--- src/rtl/port_io_pkg.sv ---
// Shared types and widths for the processor port I/O bridge.
package port_io_pkg;
  localparam int PORT_W = 8;
  localparam int CNT_W  = 8;

  typedef enum logic [1:0] {
    IDLE,
    PULSE,
    HOLD
  } pres_state_t;

  function automatic logic [CNT_W-1:0] to_cnt(input int v);
    return v[CNT_W-1:0];
  endfunction
endpackage

--- src/rtl/port_sync_fifo.sv ---
// Synchronous FIFO, DEPTH a power of two; combinational head on dout.
// Push is ignored when full and pop when empty; push and pop may coincide.
module port_sync_fifo #(
  parameter int W     = 8,
  parameter int DEPTH = 4
) (
  input  logic         clk,
  input  logic         rst,
  input  logic         push,
  input  logic         pop,
  input  logic [W-1:0] din,
  output logic [W-1:0] dout,
  output logic         full,
  output logic         empty
);
  localparam int AW = $clog2(DEPTH);
  localparam logic [AW:0] PTR_ONE = {{AW{1'b0}}, 1'b1};

  logic [W-1:0] mem [DEPTH];
  logic [AW:0]  wr_ptr;
  logic [AW:0]  rd_ptr;
  logic         do_push;
  logic         do_pop;

  // The extra pointer bit tells a full FIFO apart from an empty one.
  assign empty   = (wr_ptr == rd_ptr);
  assign full    = (wr_ptr[AW] != rd_ptr[AW]) && (wr_ptr[AW-1:0] == rd_ptr[AW-1:0]);
  assign dout    = mem[rd_ptr[AW-1:0]];
  assign do_push = push && !full;
  assign do_pop  = pop && !empty;

  always_ff @(posedge clk) begin
    if (do_push) begin
      mem[wr_ptr[AW-1:0]] <= din;
    end
  end

  always_ff @(posedge clk) begin
    if (!rst) begin
      wr_ptr <= '0;
      rd_ptr <= '0;
    end else begin
      if (do_push) begin
        wr_ptr <= wr_ptr + PTR_ONE;
      end
      if (do_pop) begin
        rd_ptr <= rd_ptr + PTR_ONE;
      end
    end
  end
endmodule

--- src/rtl/port_io_bridge.sv ---
// Host <-> processor port bridge: queued host bytes are presented on In_port with an
// interrupt pulse each; every Out_port change is queued back to the host (ovf if dropped).
module port_io_bridge
  import port_io_pkg::*;
#(
  parameter int DEPTH       = 4,
  parameter int INT_PULSE   = 1,
  parameter int HOLD_CYCLES = 8
) (
  input  logic              clk,
  input  logic              rst,
  input  logic [PORT_W-1:0] s_data,
  input  logic              s_valid,
  output logic              s_ready,
  output logic [PORT_W-1:0] In_port,
  output logic              intr,
  input  logic [PORT_W-1:0] Out_port,
  input  logic              HLT,
  output logic [PORT_W-1:0] m_data,
  output logic              m_valid,
  input  logic              m_ready,
  output logic              ovf
);
  localparam logic [CNT_W-1:0] CNT_ONE    = to_cnt(1);
  localparam logic [CNT_W-1:0] PULSE_LOAD = to_cnt(INT_PULSE);
  localparam logic [CNT_W-1:0] HOLD_LOAD  = to_cnt(HOLD_CYCLES);

  pres_state_t       state;
  logic [CNT_W-1:0]  cnt;
  logic [PORT_W-1:0] prev_out;

  logic              in_push;
  logic              in_pop;
  logic              in_full;
  logic              in_empty;
  logic [PORT_W-1:0] in_head;

  logic              out_push;
  logic              out_pop;
  logic              out_full;
  logic              out_empty;
  logic              out_chg;

  // Held low during reset so the host never sees a full FIFO being cleared.
  assign s_ready = rst && !in_full;
  assign in_push = s_valid && s_ready;
  assign in_pop  = (state == IDLE) && !in_empty && !HLT;

  port_sync_fifo #(
    .W     (PORT_W),
    .DEPTH (DEPTH)
  ) u_in_fifo (
    .clk   (clk),
    .rst   (rst),
    .push  (in_push),
    .pop   (in_pop),
    .din   (s_data),
    .dout  (in_head),
    .full  (in_full),
    .empty (in_empty)
  );

  always_ff @(posedge clk) begin
    if (!rst) begin
      state   <= IDLE;
      cnt     <= '0;
      In_port <= '0;
      intr    <= 1'b0;
    end else begin
      case (state)
        IDLE: begin
          if (in_pop) begin
            In_port <= in_head;
            cnt     <= PULSE_LOAD;
            intr    <= 1'b1;
            state   <= PULSE;
          end
        end
        PULSE: begin
          if (cnt <= CNT_ONE) begin
            cnt   <= HOLD_LOAD;
            intr  <= 1'b0;
            state <= HOLD;
          end else begin
            cnt <= cnt - CNT_ONE;
          end
        end
        HOLD: begin
          cnt <= cnt - CNT_ONE;
          if (cnt <= CNT_ONE) begin
            state <= IDLE;
          end
        end
        default: begin
          state <= IDLE;
          intr  <= 1'b0;
        end
      endcase
    end
  end

  // Fullness is judged before any same-cycle pop, so a full FIFO drops the change.
  assign out_chg  = (Out_port != prev_out);
  assign out_push = out_chg && !out_full;
  assign m_valid  = !out_empty;
  assign out_pop  = m_valid && m_ready;

  port_sync_fifo #(
    .W     (PORT_W),
    .DEPTH (DEPTH)
  ) u_out_fifo (
    .clk   (clk),
    .rst   (rst),
    .push  (out_push),
    .pop   (out_pop),
    .din   (Out_port),
    .dout  (m_data),
    .full  (out_full),
    .empty (out_empty)
  );

  always_ff @(posedge clk) begin
    if (!rst) begin
      prev_out <= '0;
      ovf      <= 1'b0;
    end else begin
      prev_out <= Out_port;
      if (out_chg && out_full) begin
        ovf <= 1'b1;
      end
    end
  end
endmodule
--- config.mk ---
export PLATFORM = sky130hd
export DESIGN_NAME = port_io_bridge
export DESIGN_NICKNAME = d
export VERILOG_FILES = /design/src/rtl/port_io_pkg.sv /design/src/rtl/port_sync_fifo.sv /design/src/rtl/port_io_bridge.sv
export SDC_FILE = /design/constraint.sdc
export NUM_CORES = 1
export LEC_CHECK = 0
export ABC_AREA = 1
export CAP_MARGIN = 5
export CORE_UTILIZATION = 42
export CTS_CLUSTER_DIAMETER = 80
export CTS_CLUSTER_SIZE = 28
export DETAILED_ROUTE_END_ITERATION = 8
export PLACE_DENSITY = 0.72
export SYNTH_ARGS = -nofsm -noshare
export SYNTH_HDL_FRONTEND = slang
export SYNTH_SLANG_ARGS = --single-unit
--- constraint.sdc ---
create_clock -name clk -period 3.8 [get_ports clk]
set_input_delay 0.76 -clock clk [delete_from_list [all_inputs] [get_ports clk]]
set_output_delay 0.76 -clock clk [all_outputs]
set_load 0.03 [all_outputs]
==> flow_summary.rst <==
.. list-table::
   :header-rows: 1

   * - Metric
     - Value
   * - Std-Cell Core Area
     - roughly 0.010 sq mm
   * - Residual overflow from global routing
     - 0
   * - Slowest cell on crit path
     - clkdlybuf4s50_1
   * - Critical Path End
     - m_data[4]
   * - Clock latency at the later pin of the worst-skew pair
     - approximately 370 ps
   * - Area occupied by multi-input gates
     - roughly 0.0015 sq mm
   * - Wire length of the first global-routing pass
     - between 10 and 15 mm
   * - Final Routed Wirelength
     - slightly below 9 mm
   * - Total negative slack
     - 0 ps
   * - Class of the worst hold path
     - register to register
   * - Endpoints failing setup
     - 0
   * - Final Net Count
     - roughly 540
   * - CTS HTree Levels
     - 3
   * - Maximum operating frequency
     - about 340 MHz
   * - Maximum root-to-sink buffer count
     - 2
   * - Critical register-to-register path endpoint
     - u_in_fifo.mem[1][5]
   * - Die Area
     - 0.0113 sq mm
   * - Area of the mapped netlist
     - between 0.004 and 0.005 sq mm
   * - Worst Hold Slack
     - approximately 470 ps
   * - Total global routing track utilization
     - 16.7%
   * - Slew of the pin with the lowest slew margin
     - 792 ps
   * - Fin crit share
     - 77.6%
   * - Post-CTS sizing
     - 0
   * - Setup crit end kind
     - output pin
   * - TritonCTS clock tree
     - done
   * - # Max-Cap Violations
     - 0
   * - Register bit count reported by yosys
     - roughly 110
   * - Via count
     - about 3200
   * - Clock sinks
     - about 110
   * - Kind of start point of the critical path
     - register
   * - Worst setup slack for register-to-register paths
     - between 1500 and 2000 ps
   * - Crit path largest cell delay
     - between 700 and 800 ps
   * - Unrepaired setup endpoints after global routing
     - no
   * - Most frequent cells in the layout
     - 77 x nor2_1, 64 x edfxtp_1, 63 x nand2_1
   * - Number of instances in the placed design
     - 625
   * - Power per cell area
     - 670 mW/mm^2
   * - Reg2Reg Depth
     - 6
   * - Origin of the critical flop-to-flop path
     - u_in_fifo.rd_ptr[1]
   * - Die extent in x
     - 107 microns
   * - Static power due to leakage
     - between 2 and 2.5 nW
   * - Pin count of the biggest net entering global routing
     - 35
   * - Number of antenna diodes
     - 0
   * - Placement row count
     - 37
   * - Final design instance area without fill
     - between 0.005 and 0.006 sq mm
   * - Number of global-route vias before repair
     - around 3000
   * - Placed cell areas
     - 0.00510 sq mm
   * - Required arrival time at the worst endpoint
     - ~3000 ps
   * - Number of non-filler instances in the completed layout
     - roughly 640
   * - Critical setup path kind
     - register to output pin
   * - Share of the core filled with cells
     - 50.6%
   * - Min Tclk post-route
     - between 2000 and 3000 ps
   * - Post-synthesis cell type count
     - 28
   * - Total stage count of the critical path
     - 4
   * - Synth Warn #
     - 0
   * - Vias per Instance
     - between 4 and 5
   * - Post-detailed-route wirelength per cell
     - between 10 and 15 microns
   * - Syn nets
     - roughly 500
   * - Buffer cell driving the clock tree root
     - clkbuf_8
   * - Number of buffers created by CTS
     - 9
   * - Gate family responsible for the most delay along the worst path
     - buffers and inverters
   * - Sum of net half-perimeters after detailed placement
     - approximately 6 mm
   * - Initial detailed-routing violation count
     - 180
   * - Worst-case clock skew
     - 12.6 ps
   * - Fraction of layout cells with a size suffix above 1
     - between 7 and 8%
   * - Antenna Nets Post-Route
     - 0
   * - Post-CTS Setup Bufs
     - 0
   * - Number of buffer cells added on primary ports
     - 40
   * - Part of the Yosys area used for sequential elements
     - 60.2%
   * - Number of top-level design ports
     - between 40 and 50
   * - Total DRC errors in the routed layout
     - 0
   * - WP data arrival
     - ~2200 ps
   * - Height of the die
     - about 110 microns
   * - Buffers & Inverters on Critical Path
     - 2
   * - Most common library cell in the layout ignoring fill and taps
     - nor2_1
   * - Cell chain of the critical path
     - inv_1 -> o21ai_0 -> o22ai_1 -> clkdlybuf4s50_1
   * - Slew Viols, Final
     - 0
   * - Placer congestion estimate
     - 0.823
   * - Synthesized area per cell
     - around 10 sq um
   * - # hold bufs at CTS
     - 0
   * - Initial core utilization
     - a little over two fifths
   * - Area grow syn2layout
     - 15.4%
   * - Fill cell count
     - 936
   * - Maximum fanout along the worst path
     - 16
   * - IR Drop Worst-Case VDD
     - around 0.33 mV
   * - Total count of hold-check failures in the final report
     - 0
   * - Outcome
     - completed
   * - Rel. slew slack
     - between 40% and 50%
   * - Number of detailed-route iterations in the first pass
     - 4
   * - CTS clock-pin slew for the worst setup and hold paths
     - roughly 110 ps
   * - Sequential cell area
     - roughly 0.0028 sq mm
   * - Instance count of the mapped netlist
     - between 400 and 500
   * - Number of antenna violations at the first check in global routing
     - 0
how the worst min path moves through the flow:
| stage | from | end | slack (ps) | depth (start not counted) |
|---|---|---|---|---|
| 2_1_floorplan | u_out_fifo.rd_ptr[2] | u_out_fifo.rd_ptr[2] | 450 | 2 |
| 3_3_place_gp | intr | intr | 450 | 2 |
| 6_report | intr | intr | 470 | 2 |
| 5_1_grt | u_out_fifo.rd_ptr[2] | u_out_fifo.rd_ptr[2] | 510 | 2 |
| 3_5_place_dp | intr | intr | 450 | 2 |
| 4_1_cts | intr | intr | 470 | 2 |
cells in the mapped netlist (all sizes together):
library cell / n / share of area (%)
inv: 50 / 4.3
buf: 11 / 1.6
xor2: 2 / 0.38
edfxtp: 64 / 42
nor2: 79 / 6.7
o22ai: 16 / 2.2
or2: 1 / 0.14
ha: 16 / 4.4
nand2: 68 / 6.2
xnor2: 12 / 2.5
o21ai: 52 / 5.7
nand3: 17 / 2.5
nand4: 5 / 0.68
dfxtp: 42 / 18
a21oi: 20 / 2.3
clkbuf: 3 / 0.25
nand3b: 1 / 0.16
where the power goes:
part / internal [W] / total [W] / switching (W) / leakage, nW
clock: 0.000251 / 0.000665 / 0.000414 / 0.0905
sequential: 0.00140 / 0.00153 / 0.000128 / 0.936
combinational: 0.000493 / 0.00135 / 0.000854 / 1.01
area by class of cell:
type                            instances  area share [%]
Clock buffer                            9            2.34
Multi-Input combinational cell        289            29.2
Inverter                               50            3.69
Clock inverter                          7            1.23
Sequential cell                       106            52.2
Tap cell                              136            3.22
Timing Repair Buffer                   44            8.13
layer usage:
metal	GRT usage (%)	vias up	part of all wire [%]
li1	-	1612	-
met1	22.0	1520	47
met2	27.1	57	48
met3	3.25	10	3.8
met4	6.65	0	1.2
met5	0	-	0
flip-flops by register name, indices dropped and copies added (netlist names), named ones only:
register / cells
u_in_fifo.mem: 32
u_out_fifo.mem: 32
In_port: 8
cnt: 8
prev_out: 8
u_in_fifo.rd_ptr: 3
u_in_fifo.wr_ptr: 3
u_out_fifo.rd_ptr: 3
u_out_fifo.wr_ptr: 3
state: 2
intr: 1
ovf: 1
worst reg2reg max path, stage by stage, from the launching register on:
cell and delay (ps):
dfxtp_1 660, inv_8 90, nand2_4 90, nand2_2 50, nand3b_1 150, nand3_2 170
nor2_1 640
stage by stage:
stage	total power, W	setup slack [ps]
floorplan	0.00249	1610
detailed placement	0.00290	883
finish	0.00355	851
global placement	0.00286	984
CTS	0.00356	818
global route	0.00378	740
cells by family after synthesis:
kind of cell / count (synthesis) / synth area share, %
AO/OA/AOI/OAI: 88 / 10.1
XOR/XNOR: 14 / 2.84
adder cells (fa/ha/maj): 16 / 4.36
buffers and inverters: 64 / 6.11
flip-flops: 106 / 60.2
AND/OR/NAND/NOR: 171 / 16.3
No activity file was read; power rests on OpenSTA's default activity.
